<file path="src/rtl/decode_prefix_modrm.sv">
// Byte-serial decode front end: absorbs prefixes, one/two-byte opcode and ModRM,
// then holds a registered record for decode_general_register until end-of-instruction.
module decode_prefix_modrm #(
    parameter int MAX_LEN = 15
) (
    input  logic       clock,
    input  logic       reset,
    input  logic       byte_valid,
    input  logic [7:0] byte_data,
    output logic       byte_ready,
    input  logic       cs_d,
    output logic       out_valid,
    input  logic       out_ready,
    input  logic       instr_end,
    output logic [7:0] opcode,
    output logic       two_byte,
    output logic       has_modrm,
    output logic [1:0] mod,
    output logic [2:0] instruction_reg,
    output logic [2:0] rm,
    output logic       w_is_present,
    output logic       w,
    output logic       bit_width_16,
    output logic       bit_width_32,
    output logic       addr_size_32,
    output logic       lock,
    output logic       rep,
    output logic       repne,
    output logic       seg_valid,
    output logic [2:0] seg,
    output logic       fault
);

    localparam int CNT_W = $clog2(MAX_LEN + 1);

    typedef enum logic [2:0] {
        S_PREFIX   = 3'd0,
        S_OPCODE2  = 3'd1,
        S_MODRM    = 3'd2,
        S_OUT      = 3'd3,
        S_WAIT_END = 3'd4,
        S_FAULT    = 3'd5
    } state_t;

    state_t             state_q, state_d;
    logic [CNT_W-1:0]   cnt_q, cnt_d;
    logic               op_pfx_q, op_pfx_d;
    logic               ad_pfx_q, ad_pfx_d;
    logic               byte_ready_q, byte_ready_d;
    logic               out_valid_q, out_valid_d;
    logic [7:0]         opcode_q, opcode_d;
    logic               two_byte_q, two_byte_d;
    logic               has_modrm_q, has_modrm_d;
    logic [1:0]         mod_q, mod_d;
    logic [2:0]         ireg_q, ireg_d;
    logic [2:0]         rm_q, rm_d;
    logic               wp_q, wp_d;
    logic               w_q, w_d;
    logic               bw16_q, bw16_d;
    logic               bw32_q, bw32_d;
    logic               as32_q, as32_d;
    logic               lock_q, lock_d;
    logic               rep_q, rep_d;
    logic               repne_q, repne_d;
    logic               segv_q, segv_d;
    logic [2:0]         seg_q, seg_d;
    logic               fault_q, fault_d;

    function automatic logic is_prefix(input logic [7:0] b);
        return b inside {8'h66, 8'h67, 8'hF0, 8'hF2, 8'hF3,
                         8'h26, 8'h2E, 8'h36, 8'h3E, 8'h64, 8'h65};
    endfunction

    function automatic logic [2:0] seg_code(input logic [7:0] b);
        logic [2:0] s;
        case (b)
            8'h26:   s = 3'd0;
            8'h2E:   s = 3'd1;
            8'h36:   s = 3'd2;
            8'h3E:   s = 3'd3;
            8'h64:   s = 3'd4;
            8'h65:   s = 3'd5;
            default: s = 3'd0;
        endcase
        return s;
    endfunction

    // ALU r/m forms: 00xx_x0xx (ADD/OR/ADC/SBB/AND/SUB/XOR/CMP with ModRM)
    function automatic logic is_alu(input logic [7:0] op);
        return (op[7:6] == 2'b00) && !op[2];
    endfunction

    function automatic logic modrm_1b(input logic [7:0] op);
        return is_alu(op)
            || (op inside {8'h62, 8'h63, 8'h69, 8'h6B})
            || (op[7:4] == 4'h8)
            || (op inside {8'hC0, 8'hC1, 8'hC6, 8'hC7})
            || (op[7:2] == 6'b1101_00)
            || (op inside {8'hF6, 8'hF7, 8'hFE, 8'hFF});
    endfunction

    function automatic logic modrm_2b(input logic [7:0] op);
        return !((op[7:4] == 4'h8) || (op inside {8'hA0, 8'hA1, 8'hA8, 8'hA9}));
    endfunction

    function automatic logic w_in_bit0(input logic [7:0] op);
        return is_alu(op)
            || (op[7:2] == 6'b1000_01)
            || (op[7:2] == 6'b1000_10)
            || (op[7:1] == 7'b1100_011)
            || (op[7:2] == 6'b1101_00)
            || (op[7:1] == 7'b1111_011)
            || (op[7:1] == 7'b1111_111);
    endfunction

    function automatic logic reg_in_opcode(input logic [7:0] op);
        return (op[7:5] == 3'b010) || (op[7:3] == 5'b1001_0) || (op[7:4] == 4'hB);
    endfunction

    always_ff @(posedge clock) begin
        if (reset) begin
            state_q      <= S_PREFIX;
            cnt_q        <= '0;
            op_pfx_q     <= 1'b0;
            ad_pfx_q     <= 1'b0;
            byte_ready_q <= 1'b1;
            out_valid_q  <= 1'b0;
            opcode_q     <= 8'h00;
            two_byte_q   <= 1'b0;
            has_modrm_q  <= 1'b0;
            mod_q        <= 2'd0;
            ireg_q       <= 3'd0;
            rm_q         <= 3'd0;
            wp_q         <= 1'b0;
            w_q          <= 1'b0;
            bw16_q       <= 1'b0;
            bw32_q       <= 1'b0;
            as32_q       <= 1'b0;
            lock_q       <= 1'b0;
            rep_q        <= 1'b0;
            repne_q      <= 1'b0;
            segv_q       <= 1'b0;
            seg_q        <= 3'd0;
            fault_q      <= 1'b0;
        end else begin
            state_q      <= state_d;
            cnt_q        <= cnt_d;
            op_pfx_q     <= op_pfx_d;
            ad_pfx_q     <= ad_pfx_d;
            byte_ready_q <= byte_ready_d;
            out_valid_q  <= out_valid_d;
            opcode_q     <= opcode_d;
            two_byte_q   <= two_byte_d;
            has_modrm_q  <= has_modrm_d;
            mod_q        <= mod_d;
            ireg_q       <= ireg_d;
            rm_q         <= rm_d;
            wp_q         <= wp_d;
            w_q          <= w_d;
            bw16_q       <= bw16_d;
            bw32_q       <= bw32_d;
            as32_q       <= as32_d;
            lock_q       <= lock_d;
            rep_q        <= rep_d;
            repne_q      <= repne_d;
            segv_q       <= segv_d;
            seg_q        <= seg_d;
            fault_q      <= fault_d;
        end
    end

    always_comb begin
        state_d      = state_q;
        cnt_d        = cnt_q;
        op_pfx_d     = op_pfx_q;
        ad_pfx_d     = ad_pfx_q;
        byte_ready_d = byte_ready_q;
        out_valid_d  = out_valid_q;
        opcode_d     = opcode_q;
        two_byte_d   = two_byte_q;
        has_modrm_d  = has_modrm_q;
        mod_d        = mod_q;
        ireg_d       = ireg_q;
        rm_d         = rm_q;
        wp_d         = wp_q;
        w_d          = w_q;
        bw16_d       = bw16_q;
        bw32_d       = bw32_q;
        as32_d       = as32_q;
        lock_d       = lock_q;
        rep_d        = rep_q;
        repne_d      = repne_q;
        segv_d       = segv_q;
        seg_d        = seg_q;
        fault_d      = fault_q;

        case (state_q)
            S_PREFIX: begin
                if (byte_valid) begin
                    if (is_prefix(byte_data)) begin
                        case (byte_data)
                            8'h66:   op_pfx_d = 1'b1;
                            8'h67:   ad_pfx_d = 1'b1;
                            8'hF0:   lock_d   = 1'b1;
                            8'hF3:   rep_d    = 1'b1;
                            8'hF2:   repne_d  = 1'b1;
                            default: begin
                                segv_d = 1'b1;
                                seg_d  = seg_code(byte_data);
                            end
                        endcase
                        cnt_d = cnt_q + CNT_W'(1);
                        if (cnt_q == CNT_W'(MAX_LEN - 1)) begin
                            state_d = S_FAULT;
                            fault_d = 1'b1;
                        end
                    end else begin
                        opcode_d = byte_data;
                        bw32_d   = cs_d ^ op_pfx_q;
                        bw16_d   = ~(cs_d ^ op_pfx_q);
                        as32_d   = cs_d ^ ad_pfx_q;
                        mod_d    = 2'd0;
                        rm_d     = 3'd0;
                        if (byte_data == 8'h0F) begin
                            two_byte_d = 1'b1;
                            wp_d       = 1'b0;
                            w_d        = 1'b0;
                            ireg_d     = 3'd0;
                            state_d    = S_OPCODE2;
                        end else begin
                            // MOV r,imm (B0-BF) keeps its w bit in opcode[3]
                            if (byte_data[7:4] == 4'hB) begin
                                wp_d = 1'b1;
                                w_d  = byte_data[3];
                            end else if (w_in_bit0(byte_data)) begin
                                wp_d = 1'b1;
                                w_d  = byte_data[0];
                            end else begin
                                wp_d = 1'b0;
                                w_d  = 1'b0;
                            end
                            ireg_d  = reg_in_opcode(byte_data) ? byte_data[2:0] : 3'd0;
                            state_d = modrm_1b(byte_data) ? S_MODRM : S_OUT;
                        end
                    end
                end
            end
            S_OPCODE2: begin
                if (byte_valid) begin
                    opcode_d = byte_data;
                    state_d  = modrm_2b(byte_data) ? S_MODRM : S_OUT;
                end
            end
            S_MODRM: begin
                if (byte_valid) begin
                    mod_d       = byte_data[7:6];
                    ireg_d      = byte_data[5:3];
                    rm_d        = byte_data[2:0];
                    has_modrm_d = 1'b1;
                    state_d     = S_OUT;
                end
            end
            S_OUT: begin
                if (out_ready) begin
                    state_d = S_WAIT_END;
                end
            end
            S_WAIT_END: begin
                if (instr_end) begin
                    cnt_d       = '0;
                    op_pfx_d    = 1'b0;
                    ad_pfx_d    = 1'b0;
                    lock_d      = 1'b0;
                    rep_d       = 1'b0;
                    repne_d     = 1'b0;
                    segv_d      = 1'b0;
                    seg_d       = 3'd0;
                    has_modrm_d = 1'b0;
                    two_byte_d  = 1'b0;
                    state_d     = S_PREFIX;
                end
            end
            S_FAULT: begin
                state_d = S_FAULT;
            end
            default: begin
                state_d = S_PREFIX;
            end
        endcase

        // Handshake flags are registered copies of where the FSM lands next
        byte_ready_d = (state_d == S_PREFIX) || (state_d == S_OPCODE2) || (state_d == S_MODRM);
        out_valid_d  = (state_d == S_OUT);
    end

    assign byte_ready      = byte_ready_q;
    assign out_valid       = out_valid_q;
    assign opcode          = opcode_q;
    assign two_byte        = two_byte_q;
    assign has_modrm       = has_modrm_q;
    assign mod             = mod_q;
    assign instruction_reg = ireg_q;
    assign rm              = rm_q;
    assign w_is_present    = wp_q;
    assign w               = w_q;
    assign bit_width_16    = bw16_q;
    assign bit_width_32    = bw32_q;
    assign addr_size_32    = as32_q;
    assign lock            = lock_q;
    assign rep             = rep_q;
    assign repne           = repne_q;
    assign seg_valid       = segv_q;
    assign seg             = seg_q;
    assign fault           = fault_q;

endmodule

</file>
<file path="config.mk">
export PLATFORM = sky130hd
export DESIGN_NAME = decode_prefix_modrm
export DESIGN_NICKNAME = d
export VERILOG_FILES = /design/src/rtl/decode_prefix_modrm.sv
export SDC_FILE = /design/constraint.sdc
export NUM_CORES = 1
export LEC_CHECK = 0
export CAP_MARGIN = 15
export CORE_MARGIN = 8
export CORE_UTILIZATION = 55
export DETAILED_ROUTE_END_ITERATION = 7
export GPL_TIMING_DRIVEN = 0
export HOLD_SLACK_MARGIN = 0.03
export PLACE_DENSITY_LB_ADDON = 0.05
export REMOVE_ABC_BUFFERS = 1
export SLEW_MARGIN = 5
export SYNTH_ARGS = -nofsm -noshare
export SYNTH_HDL_FRONTEND = slang
export SYNTH_SLANG_ARGS = --single-unit
export TNS_END_PERCENT = 20
</file>
<file path="constraint.sdc">
create_clock -name clock -period 5.15 [get_ports clock]
set_clock_uncertainty 0.05 [all_clocks]
set_input_delay 1.545 -clock clock [delete_from_list [all_inputs] [get_ports clock]]
set_output_delay 1.545 -clock clock [all_outputs]
set_load 0.1 [all_outputs]
</file>
# Yosys cells after proc, flatten, opt, wreduce, memory -nomap -nowiden
# Cells that the tools add are included.
totals:
  ff_bits: 42
  latch_bits: 0
  ramBits: 0
  rom_bits: 0
  in_bits: 14
  output_inout_bits: 33
  elab_cells: 208
  mem_count: 0
classes:
  addsub: 1
  multipliers: 0
  div_mod_pow: 0
  magnitude_cmp: 0
  n_eq_ne: 60
  shifts: 0
  muxes: 76
  bitwise: 4
  n_reduce_logical: 44
ops:
  columns: ["cell", "n"]
  rows:
  - ["8-bit == test (second input constant)", 15]
  - ["8-bit by 7-bit == test with 1-bit output (second input constant)", 8]
  - ["3-bit two-way mux", 19]
  - ["5-bit AND reduction", 7]
  - ["8-bit by 6-bit == test with 1-bit output (second input constant)", 4]
  - ["1-bit two-way mux", 31]
  - ["2-bit != test (second input constant)", 13]
  - ["8-bit two-way mux", 3]
  - ["7-bit == test (second input constant)", 3]
  - ["6-bit == test (second input constant)", 3]
  - ["3-bit case mux with 2 select lines", 3]
  - ["3-bit case mux with 6 select lines", 1]
  - ["1-bit logical OR", 16]
  - ["1-bit case mux with 2 select lines", 8]
  - ["8-bit case mux with 2 select lines", 1]
  - ["4-bit AND reduction", 4]
  - ["4-bit nonzero test", 4]
  - ["3-bit by 2-bit == test with 1-bit output (second input constant)", 5]
  - ["3-bit case mux with 5 select lines", 1]
  - ["4-bit == test (second input constant)", 3]
  - ["4-bit two-way mux", 3]
  - ["11-bit nonzero test", 1]
  - ["8-bit by 4-bit == test with 1-bit output (second input constant)", 1]
  - ["2-bit two-way mux", 4]
  - ["other kinds (15)", 24]

# Depth between registers and ports, before layout
logic_depth:
  ltp_word: 15
  ltp_mapped: 8
  mapped_depth_nobuf: 7

# Worst setup path before layout
# OpenSTA, ideal clock, no wires.
synth_path:
  kind: "input port to flip-flop"
  startpoint: "input port byte_data[6]"
  endpoint: "register byte_ready_q, in the netlist byte_ready"
  setup_time_ns: 0.122
  t_arrival_ns: 2.816
  required_time_ns: 4.978
  path_slack_ns: 2.162
  cell_stages: 7
  n_path_buf: 2
  path_cell_list: "buf_6 nand2_1 and4b_4 buf_6 nor4_4 o221ai_2 o2bb2ai_1"
synth_via:
  elab_chain_cells: 15
  elab_cells_between_ends: 55
  classes_between: "eq/ne: 32; mux: 7; reduce/logical: 16"
synth_rtl:
  columns: ["element", "line", "source"]
  rows:
  - ["from (decl)", "9", "input logic [7:0] byte_data,"]
  - ["8-bit by 7-bit == test with 1-bit output or 2-bit zero test (tied branches)", "95, 90", null]
  - ["4-bit nonzero test or 1-bit logical AND (tied branches)", "95, 90", null]
  - ["1-bit logical OR", "95", "|| (op inside {8'h62, 8'h63, 8'h69, 8'h6B})"]
  - ["1-bit logical OR", "96", "|| (op[7:4] == 4'h8)"]
  - ["1-bit logical OR", "97", "|| (op inside {8'hC0, 8'hC1, 8'hC6, 8'hC7})"]
  - ["1-bit logical OR", "98", "|| (op[7:2] == 6'b1101_00)"]
  - ["1-bit logical OR", "99", "|| (op inside {8'hF6, 8'hF7, 8'hFE, 8'hFF});"]
  - ["1-bit two-way mux", "243", "state_d = modrm_1b(byte_data) ? S_MODRM : S_OUT;"]
  - ["2-bit two-way mux", "224", "if (byte_data == 8'h0F) begin"]
  - ["3-bit two-way mux", "200", "if (is_prefix(byte_data)) begin"]
  - ["3-bit two-way mux", "199", "if (byte_valid) begin"]
  - ["3-bit case mux with 6 select lines (*)", "197", "case (state_q)"]
  - ["3-bit by 1-bit == test with 1-bit output or 3-bit zero test (tied branches)", "292", "byte_ready_d = (state_d == S_PREFIX) || (state_d == S_OPCODE2) || (state_d == S_MODRM);"]
  - ["1-bit logical OR", "292", null]
  - ["1-bit logical OR (*)", "292", null]
  - ["to (signal assigned)", "150", "byte_ready_q <= byte_ready_d;"]
  - ["to (decl)", "49", "logic byte_ready_q, byte_ready_d;"]
# Mark *: on every way between the ends. The rest lies on a longest branch, timed or not.
# A chain may end at the register's enable or synchronous reset.

==> impl_metrics.csv <==
group,metric,value,unit
timing,min_period_over_period,0.708,
synth,ys.flop_type,"dfxtp_1",
drt,wl,5380,um
status,outcome,"complete, no violations",
synth,synth_top_family_by_area,"simple AND/OR/NAND/NOR gates",
global_routing,grt-ovfl-total,0,
pwr,p_per_area,345,nW/um^2
cts,post_cts_buffers,0,
worst_setup_path,worst_path_largest_cell_delay,790,ps
worst_setup_path,end_kind,"flip-flop",
timing,finalMaxSlewViolations,0,
global_routing,grt_pass1_vias,1967,
cts,root_buffer,"clkbuf_8",
cells_and_area,fin_area,2780,um^2
timing,max_freq,274,MHz
timing,finalHoldViolCount,0,
global_routing,track_usage,0.176,
cts,ctsHoldBuffers,0,
worst_setup_path,crit_start,"reset",
job,cap_violations,0,
worst_setup_path,cp.depth,5,
synth,netlist.area_leader.share,0.372,
drt,drt_iter0_drc,169,
worst_setup_path,endpoint,"byte_ready$_SDFF_PP1_",
worst_setup_path,reg2reg_from,"state_q[2]$_SDFF_PP0_",
timing,tightest_slew,980,ps
synth,synth-edff-count,0,
worst_setup_path,regToRegSetupSlack,2990,ps
pwr,power,0.959,mW
timing,rsz0062_at_grt,"no",
synth,synthAdderAreaFrac,0.0111,
cells_and_area,mostFrequentLayoutCell,"clkdlybuf4s50_1",
synth,synth_simple_gate_area_frac,0.261,
cts,cts_inserted_buffers,5,
global_routing,grt_max_degree,30,
die,die_h,80.1,um
drt,drcViolationCount,0,
worst_setup_path,reg2reg_depth,5,
drt,vias,2016,
worst_setup_path,crit_arrival,3780,ps
worst_setup_path,required,5280,ps
placed_design,port_buffers,46,
cells_and_area,syn_to_final_growth,23.2,%
pwr,leakagePower,1.07,nW
cells_and_area,diodes,0,
die,initial_utilization,0.569,
cells_and_area,finalNetCount,312,
synth,yosysWarnings,0,
placed_design,dp_slack,1200,ps
synth,synth_area_leaders,"dfxtp_1 37%, nand2_1 6.6%, mux2i_1 5.3%",
timing,period_minus_slack,3640,ps
worst_setup_path,crit_type,"input port to flip-flop",
drt,dr.pass1.iters,4,
drt,drtAntennaViolNets,0,
drt,wl_per_cell,15.5,um
worst_setup_path,crit_family,"buffers and inverters",
worst_setup_path,timing.critical_path.buf_inv,2,
timing,hold_ws,401,ps
synth,synth.largest_area_cell,"dfxtp_1",
timing,setup_tns,0,ps
synth,synth_cell_types,65,
worst_setup_path,path_cells,"clkdlybuf4s50_1 > inv_1 > nand2_1 > o31a_1 > o2bb2ai_1",
worst_setup_path,r2r-end,"byte_ready$_SDFF_PP1_",
placed_design,dp.final_hpwl,3920,um
cts,path_clk_slew,70,ps
die,ios,47,
timing,setup_violations,0,
cts,htree_levels,2,
die,die_width,80.1,um
timing,layout_setup_ws,1510,ps
timing,relSlewSlack,0.345,
worst_setup_path,start_kind,"input port",
die,design.die.area,6410,um^2
pwr,vdd_drop_max,0.000216,V
cells_and_area,final_cell_mix,"46 x clkdlybuf4s50_1, 42 x dfxtp_1, 40 x nand2_1, 19 x nor2_1, 17 x a21oi_1",
synth,syn-cell-area,2260,um^2
die,core_area,3970,um^2
die,rows,23,
drt,via_per_inst,5.81,
worst_setup_path,crit_slowest_cell,"inv_1",
synth,postSynthAreaPerCell,8.65,um^2
global_routing,antenna_found_initial,0,
worst_setup_path,crit_fanout,29,
cts,cts-resized-gates,0,
cts,clockBufferDepth,2,
synth,synthXorXnorAreaFrac,0.0194,
synth,ys_seq_elements,42,
synth,synthMuxAreaShare,0.0532,
min_path,holdCritPathClass,"flip-flop to flip-flop",
cts,cts_sinks,42,
placed_design,gp_congestion,0.857,
cells_and_area,largest_reg_flops,8,
synth,synth_compound_area_frac,0.224,
cts,cts_tree,"done",
placed_design,placed_area,2670,um^2
cells_and_area,drive_above_1_share,0.0943,
synth,synthArstFlopShare,0,
synth,seq_area_frac_synth,0.372,
global_routing,grt_pass1_wl,9160,um
synth,syn_inst,261,
cts,clkLatencyLatePin,290,ps
[how the worst min path moves through the flow]
stage / startpoint / to / cells past startpoint / slack, ps
global placement: fault$_SDFFE_PP0P_ / fault$_SDFFE_PP0P_ / 2 / 390
finish: fault$_SDFFE_PP0P_ / fault$_SDFFE_PP0P_ / 2 / 400
detailed placement: seg[1]$_SDFFE_PP0P_ / seg[1]$_SDFFE_PP0P_ / 2 / 390
global route: seg[2]$_SDFFE_PP0P_ / seg[2]$_SDFFE_PP0P_ / 2 / 420
floorplan: cnt_q[3]$_SDFFE_PP0P_ / cnt_q[3]$_SDFFE_PP0P_ / 2 / 390
CTS: seg[1]$_SDFFE_PP0P_ / seg[1]$_SDFFE_PP0P_ / 2 / 400
[synthesized netlist by cell type, types with 3 or more instances]
cell	count
a21oi_1	17
a31oi_1	3
a32o_1	4
buf_2	3
buf_6	4
clkbuf_1	9
dfxtp_1	42
inv_1	6
mux2i_1	12
nand2_1	40
nand2b_1	7
nand4_1	5
nor2_1	19
nor2b_1	3
nor3_1	5
nor4_1	3
o211a_1	3
o21ai_0	11
o21bai_1	3
xnor2_1	5
[power by group]
part / switching [mW] / internal, mW / total, mW
clock network: 0.111 / 0.143 / 0.254
registers: 0.0214 / 0.348 / 0.370
logic: 0.242 / 0.0941 / 0.336
total: 0.374 / 0.585 / 0.959
[per-layer routing]
layer  share of wire  track usage  routed length (um)
met5               0            0                   0
met4           0.016       0.0636                  84
met3           0.054       0.0525                 293
met2            0.47        0.275                2510
met1            0.46        0.224                2490
[final cells by class]
cell class                 instances  area, um^2
multi-input combinational        195        1290
inverter                           6        22.5
fill                             351        1190
sequential                        42         841
clock buffer                       5        68.8
clock inverter                     3        40.0
tap                               50        62.6
timing repair buffer              46         460
[logic make-up after synthesis]
logic type / Yosys count
and+or+nand+nor: 106
muxes: 12
xor gates and xnor gates: 5
DFF: 42
adders and majority gates: 2
AOI/OAI and AO/OA: 70
buffers and inverters: 24
[worst min-delay path, delay by kind of cell, from the launching register on]
kind,cells,cell delay (ps)
AOI/OAI and AO/OA,1,50
DFF,1,310
buffers and inverters,1,50
[through the flow]
step                instances   util
finish                    347  0.700
global route              347  0.700
CTS                       347  0.700
detailed placement        339  0.673
global placement          339  0.673
floorplan                 243      -
No activity file was read; power rests on OpenSTA's default activity.
